==> src/rtl/spi_pkg.sv <==
// Shared types and helpers for the SPI slave: FSM states, the latched
// {CPOL, CPHA} mode word, and the sample-edge decision.
package spi_pkg;

    typedef enum logic [1:0] {
        IDLE,
        ACTIVE,
        WAIT_CS_HIGH
    } spi_state_t;

    typedef struct packed {
        logic cpol;
        logic cpha;
    } spi_mode_t;

    // rise=1 for a rising sclk edge, 0 for a falling one. The leading edge is
    // the rise when CPOL=0, and CPHA=1 moves sampling to the trailing edge.
    function automatic logic is_sample_edge(spi_mode_t m, logic rise);
        return rise ^ m.cpol ^ m.cpha;
    endfunction

endpackage

==> src/rtl/spi_pin_sync.sv <==
// Multi-flop synchroniser for an asynchronous pin, with rise/fall strobes
// derived from the synchronised level.
module spi_pin_sync #(
    parameter int SYNC_STAGES = 2
) (
    input  logic clk,
    input  logic rst_n,
    input  logic pin,
    output logic level,
    output logic rise,
    output logic fall
);

    logic [SYNC_STAGES-1:0] chain_q, chain_d;
    logic                   prev_q, prev_d;

    always_comb begin
        chain_d = {chain_q[SYNC_STAGES-2:0], pin};
        prev_d  = chain_q[SYNC_STAGES-1];
    end

    // Chain resets low so a cs held low across reset produces no false fall.
    always_ff @(posedge clk or negedge rst_n) begin
        if (!rst_n) begin
            chain_q <= '0;
            prev_q  <= 1'b0;
        end else begin
            chain_q <= chain_d;
            prev_q  <= prev_d;
        end
    end

    assign level = chain_q[SYNC_STAGES-1];
    assign rise  = level & ~prev_q;
    assign fall  = ~level & prev_q;

endmodule

==> src/rtl/spi_slave_core.sv <==
// Oversampled SPI slave, all four modes, full-duplex DATA_W-bit words with a
// one-entry TX holding register behind a valid/ready handshake.
module spi_slave_core
    import spi_pkg::*;
#(
    parameter int DATA_W      = 16,
    parameter int SYNC_STAGES = 2,
    parameter int LSB_FIRST   = 1
) (
    input  logic              clk,
    input  logic              rst_n,
    input  logic              sclk,
    input  logic              cs,
    input  logic              mosi,
    input  logic [1:0]        mode,
    output logic              miso,
    output logic              miso_oe,
    input  logic [DATA_W-1:0] tx_data,
    input  logic              tx_valid,
    output logic              tx_ready,
    output logic [DATA_W-1:0] rx_data,
    output logic              rx_valid,
    output logic              tx_underrun,
    output logic              frame_abort
);

    localparam int                CNT_W    = $clog2(DATA_W);
    localparam logic [CNT_W-1:0] LAST_BIT = CNT_W'(DATA_W - 1);

    function automatic logic [CNT_W-1:0] bit_pos(input logic [CNT_W-1:0] i);
        return (LSB_FIRST != 0) ? i : LAST_BIT - i;
    endfunction

    logic sclk_lvl_unused, sclk_rise, sclk_fall;
    logic cs_s, cs_rise, cs_fall;
    logic mosi_s;

    spi_pin_sync #(.SYNC_STAGES(SYNC_STAGES)) u_sclk_sync (
        .clk   (clk),
        .rst_n (rst_n),
        .pin   (sclk),
        .level (sclk_lvl_unused),
        .rise  (sclk_rise),
        .fall  (sclk_fall)
    );

    spi_pin_sync #(.SYNC_STAGES(SYNC_STAGES)) u_cs_sync (
        .clk   (clk),
        .rst_n (rst_n),
        .pin   (cs),
        .level (cs_s),
        .rise  (cs_rise),
        .fall  (cs_fall)
    );

    logic [SYNC_STAGES-1:0] mosi_sync_q, mosi_sync_d;
    assign mosi_sync_d = {mosi_sync_q[SYNC_STAGES-2:0], mosi};
    assign mosi_s      = mosi_sync_q[SYNC_STAGES-1];

    spi_state_t        state_q, state_d;
    spi_mode_t         mode_q, mode_d;
    logic [CNT_W-1:0]  bit_cnt_q, bit_cnt_d;
    logic [CNT_W-1:0]  tx_idx_q, tx_idx_d;
    logic [DATA_W-1:0] rx_shift_q, rx_shift_d;
    logic [DATA_W-1:0] tx_shift_q, tx_shift_d;
    logic [DATA_W-1:0] hold_q, hold_d;
    logic              hold_full_q, hold_full_d;
    logic [DATA_W-1:0] rx_data_q, rx_data_d;
    logic              rx_valid_q, rx_valid_d;
    logic              tx_underrun_q, tx_underrun_d;
    logic              frame_abort_q, frame_abort_d;
    logic              miso_q, miso_d;
    logic              miso_oe_q, miso_oe_d;

    logic              sclk_edge, sample_evt, shift_evt, tx_load;
    logic [DATA_W-1:0] rx_word;

    assign sclk_edge  = sclk_rise | sclk_fall;
    assign sample_evt = sclk_edge & is_sample_edge(mode_q, sclk_rise);
    assign shift_evt  = sclk_edge & ~is_sample_edge(mode_q, sclk_rise);

    always_comb begin
        state_d       = state_q;
        mode_d        = mode_q;
        bit_cnt_d     = bit_cnt_q;
        tx_idx_d      = tx_idx_q;
        rx_shift_d    = rx_shift_q;
        tx_shift_d    = tx_shift_q;
        hold_d        = hold_q;
        hold_full_d   = hold_full_q;
        rx_data_d     = rx_data_q;
        rx_valid_d    = 1'b0;
        tx_underrun_d = 1'b0;
        frame_abort_d = 1'b0;
        miso_oe_d     = miso_oe_q;
        tx_load       = 1'b0;
        rx_word       = rx_shift_q;

        case (state_q)
            IDLE: begin
                if (cs_fall) begin
                    state_d   = ACTIVE;
                    mode_d    = spi_mode_t'(mode);
                    bit_cnt_d = '0;
                    tx_idx_d  = '0;
                    tx_load   = 1'b1;
                    miso_oe_d = 1'b1;
                end else if (!cs_s) begin
                    // cs already low without a seen fall: refuse to join mid-frame
                    state_d = WAIT_CS_HIGH;
                end
            end
            ACTIVE: begin
                if (cs_rise) begin
                    state_d       = IDLE;
                    miso_oe_d     = 1'b0;
                    frame_abort_d = (bit_cnt_q != '0);
                    bit_cnt_d     = '0;
                end else if (sample_evt) begin
                    rx_word[bit_pos(bit_cnt_q)] = mosi_s;
                    rx_shift_d = rx_word;
                    if (bit_cnt_q == LAST_BIT) begin
                        bit_cnt_d  = '0;
                        rx_data_d  = rx_word;
                        rx_valid_d = 1'b1;
                        tx_load    = 1'b1;
                    end else begin
                        bit_cnt_d = bit_cnt_q + 1'b1;
                    end
                end else if (shift_evt) begin
                    tx_idx_d = bit_cnt_q;
                end
            end
            WAIT_CS_HIGH: begin
                if (cs_s) state_d = IDLE;
            end
            default: state_d = IDLE;
        endcase

        // Load sees the pre-accept holding contents; a same-cycle accept is kept.
        if (tx_load) begin
            if (hold_full_q) begin
                tx_shift_d  = hold_q;
                hold_full_d = 1'b0;
            end else begin
                tx_shift_d    = '0;
                tx_underrun_d = 1'b1;
            end
        end
        if (tx_valid && !hold_full_q) begin
            hold_d      = tx_data;
            hold_full_d = 1'b1;
        end

        miso_d = (state_d == ACTIVE) ? tx_shift_d[bit_pos(tx_idx_d)] : 1'b0;
    end

    always_ff @(posedge clk or negedge rst_n) begin
        if (!rst_n) begin
            mosi_sync_q   <= '0;
            state_q       <= IDLE;
            mode_q        <= '0;
            bit_cnt_q     <= '0;
            tx_idx_q      <= '0;
            rx_shift_q    <= '0;
            tx_shift_q    <= '0;
            hold_q        <= '0;
            hold_full_q   <= 1'b0;
            rx_data_q     <= '0;
            rx_valid_q    <= 1'b0;
            tx_underrun_q <= 1'b0;
            frame_abort_q <= 1'b0;
            miso_q        <= 1'b0;
            miso_oe_q     <= 1'b0;
        end else begin
            mosi_sync_q   <= mosi_sync_d;
            state_q       <= state_d;
            mode_q        <= mode_d;
            bit_cnt_q     <= bit_cnt_d;
            tx_idx_q      <= tx_idx_d;
            rx_shift_q    <= rx_shift_d;
            tx_shift_q    <= tx_shift_d;
            hold_q        <= hold_d;
            hold_full_q   <= hold_full_d;
            rx_data_q     <= rx_data_d;
            rx_valid_q    <= rx_valid_d;
            tx_underrun_q <= tx_underrun_d;
            frame_abort_q <= frame_abort_d;
            miso_q        <= miso_d;
            miso_oe_q     <= miso_oe_d;
        end
    end

    assign miso        = miso_q;
    assign miso_oe     = miso_oe_q;
    assign tx_ready    = ~hold_full_q;
    assign rx_data     = rx_data_q;
    assign rx_valid    = rx_valid_q;
    assign tx_underrun = tx_underrun_q;
    assign frame_abort = frame_abort_q;

endmodule

==> config.mk <==
export PLATFORM = sky130hd
export DESIGN_NAME = spi_slave_core
export DESIGN_NICKNAME = d
export VERILOG_FILES = /design/src/rtl/spi_pkg.sv /design/src/rtl/spi_pin_sync.sv /design/src/rtl/spi_slave_core.sv
export SDC_FILE = /design/constraint.sdc
export NUM_CORES = 1
export LEC_CHECK = 0
export ABC_CLOCK_PERIOD_IN_PS = 7450
export CORE_ASPECT_RATIO = 0.6
export CORE_MARGIN = 8
export CORE_UTILIZATION = 55
export CTS_BUF_LIST = sky130_fd_sc_hd__clkbuf_2
export DETAILED_ROUTE_END_ITERATION = 6
export GPL_TIMING_DRIVEN = 0
export MAX_ROUTING_LAYER = met4
export PLACE_DENSITY = 0.87
export SLEW_MARGIN = 20
export SYNTH_ARGS = -nofsm -noshare
export SYNTH_HDL_FRONTEND = slang
export SYNTH_HIERARCHICAL = 1
export SYNTH_SLANG_ARGS = --single-unit
==> constraint.sdc <==
create_clock -name clk -period 7.45 [get_ports clk]
set_input_delay 1.8625 -clock clk [delete_from_list [all_inputs] [get_ports clk]]
set_output_delay 1.8625 -clock clk [all_outputs]
set_load 0.05 [all_outputs]
==> impl_results.md <==
* Status: finished, final reports clean
* PD cells at 259 nW/um^2
* Crit-path cells: clkbuf_1 > inv_1 > clkdlybuf4s50_1
* Vias in the first global route at a little over 3000
* Setup TNS at 0 ps
* Clk root buf: clkbuf_2
* VDD IR max at around 0.00018 V
* Most common cell in the synthesized netlist: dfrtp_1
* Vias per cell at about 5.6
* #FFs+latches synth at 89
* Core Region at between 7000 and 8000 um^2
* Crit. End Element: primary output
* Port Buffers at between 40 and 50
* Top cell type by total area after synthesis: dfrtp_1
* Total Routing Usage GR at between 10% and 20%
* Grt ovf at 0
* Area grow syn2layout at 17.6%
* P_leak at between 0.002 and 0.0025 uW
* Arr. time, crit path at around 2200 ps
* DPL Wire Length at 6560 um
* Top post-synthesis cells by area: dfrtp_1 (55%), mux2_2 (8.6%), nand2_1 (7.4%), mux2i_1 (3.9%), o21ai_0 (2.5%)
* Io pins at 46
* Fmax at between 200 and 250 MHz
* Nets at 458
* Hold buffers post-CTS at 0
* Clock slew at reported path FFs at around 250 ps
* Final hold violations at 0
* Synth Net Count at between 400 and 500
* Critical path launch point type: flop
* Critical Path RT at about 5600 ps
* Commonest cells in the netlist: dfrtp_1 (89), nand2_1 (80), mux2_2 (31)
* Crit path kind: flop to primary output
* DIE AREA at between 10000 and 15000 um^2
* Max-cap violations at 0
* Most used DFF post-synth: dfrtp_1
* Number of flops mapped to enable cells by yosys at 0
* Worst Hold Class: flop to flop
* Sink Count at a little under 90
* Syn avg cell area at roughly 11 um^2
* Post-layout minimum cycle time at 4100 ps
* First-pass GRT wire length at 15300 um
* Reg-to-reg setup timing slack at 4520 ps
* DR vias at ~3000
* PostCTS Resize Cnt at 0
* Initial Util at a little under three fifths
* Yosys top cell area share at 54.6%
* ANT nets after route at 0
* DRC at 0
* Fin Hold WS at between 300 and 400 ps
* Setup bufs post-CTS at 0
* Mapped Area at roughly 4100 um^2
* CTS Buf Count at 9
* # setup viols final at 0
* Slowest CP cell: clkdlybuf4s50_1
* Total Wirelength at just over 9000 um
* Initial DRC count at 258
* DR pass1 iterations at 5
* Worst-Margin Slew at 1020 ps
* Number of synthesis warnings at 6
* DIE WIDTH at around 130 um
* Slew HR at between 30% and 40%
* Routability cong. at ~0.86
* Cell variety after synth at 49
* CTS max path bufs at 2
* Async set-reset flop share out of synthesis at 100%
* Share of layout cells above drive strength 1 at 16.6%
* CTS tree: built
* Setup Skew at between 15 and 20 ps
* Core Rows at 24
* Unrepaired setup endpoints after global routing: no
* Final slew viol count at 0
* CTS H-tree depth at 3
* Initial antenna violation count at 0
* Fill count at approximately 560
* Largest net degree at the start of global routing at between 40 and 50
* Crit share post-route at about 55%
* Worst-path fanout max at 10
* Cells after Synth at roughly 370
* Clock latency on the worst-skew pair at roughly 550 ps
* Max incr delay on CP at roughly 700 ps
* # diodes at 0
* Register area share after synthesis at 54.6%
* DR WL/cell at around 17 um
* Die Y at slightly above 80 um
-- report_power, final --
| part | switching (uW) | total, uW | internal [uW] |
|---|---|---|---|
| clock | 173 | 253 | 80.3 |
| sequential | 59.4 | 649 | 589 |
| combinational | 182 | 340 | 159 |
| total | 414 | 1240 | 828 |
-- cell usage in the layout (no fill, tap or decap), drive strengths merged, types with 4 or more instances in the layout --
cell,count
a211oi,4
a21o,5
a21oi,4
and2b,4
buf,7
clkbuf,28
clkdlybuf4s50,44
dfrtp,89
ha,4
inv,12
mux2,33
mux2i,17
nand2,81
nand3,19
nor2,6
nor2b,7
o21ai,21
o22ai,9
-- logic make-up (layout without fill, tap and decap cells) --
group           Yosys count  after routing  synth area share [%]
simple gates            137            137                  16.0
flops                    89             89                  54.6
compound gates           56             56                  9.29
mux                      52             52                  14.8
buf+inv                  34             96                  3.68
fa+ha+maj                 4              4                  1.23
xor+xnor                  1              1                 0.399
-- worst max-delay path, delay by kind of cell, from the launching register on --
kind,cells,cell delay [ps]
flops,1,490
buf+inv,3,1190
-- stage by stage --
step | util (%) | power [uW] | std cells | setup WS, ps | area [um^2]
detailed placement | 64.7 | 998 | 523 | 3580 | 4680
global route | 66.4 | 1310 | 539 | 3200 | 4800
global placement | 64.4 | 979 | 522 | 1370 | 4660
finish | 66.4 | 1240 | 539 | 3350 | 4800
CTS | 66.4 | 1250 | 539 | 3330 | 4800
floorplan | - | 892 | 373 | 4360 | 4080
-- layout make-up --
class / instances / area, um^2 / share of cell area (%)
Clock inverter: 7 / 76.3 / 1.59
Tap cell: 104 / 130 / 2.71
Multi-Input combinational cell: 250 / 1710 / 35.5
Sequential cell: 89 / 2230 / 46.4
Buffer: 24 / 108 / 2.24
Inverter: 10 / 42.5 / 0.886
Timing Repair Buffer: 46 / 468 / 9.74
Clock buffer: 9 / 45.0 / 0.938
-- per-layer routing --
metal	vias to the layer above	GRT usage (%)	share of wire (%)
li1	1397	-	-
met1	1494	27.3	51
met2	111	27.2	42
met3	8	4.10	6.1
met4	0	5.54	0.97
met5	-	-	0
-- flip-flops by register name, summed over array words and instances, names as in the netlist, 4 cells and up --
name	cells
tx_shift_q	16
hold_q	16
rx_data	16
tx_idx_q	4
bit_cnt_q	4
rx_shift_q	15
-- worst paths after layout --
kind | startpoint | cells after the start | endpoint
max in group asynchronous | rst_n | 2 | hold_q[11]
min in group asynchronous | rst_n | 1 | rx_data[5]
setup / recovery | hold_full_q | 3 | tx_ready
setup reg to reg | u_cs_sync/chain_q[1] | 8 | miso
hold / removal | u_cs_sync/chain_q[0] | 0 | u_cs_sync/chain_q[1]
hold reg to reg | u_cs_sync/chain_q[0] | 0 | u_cs_sync/chain_q[1]
Note: power is estimated with default switching activity, not from simulation.
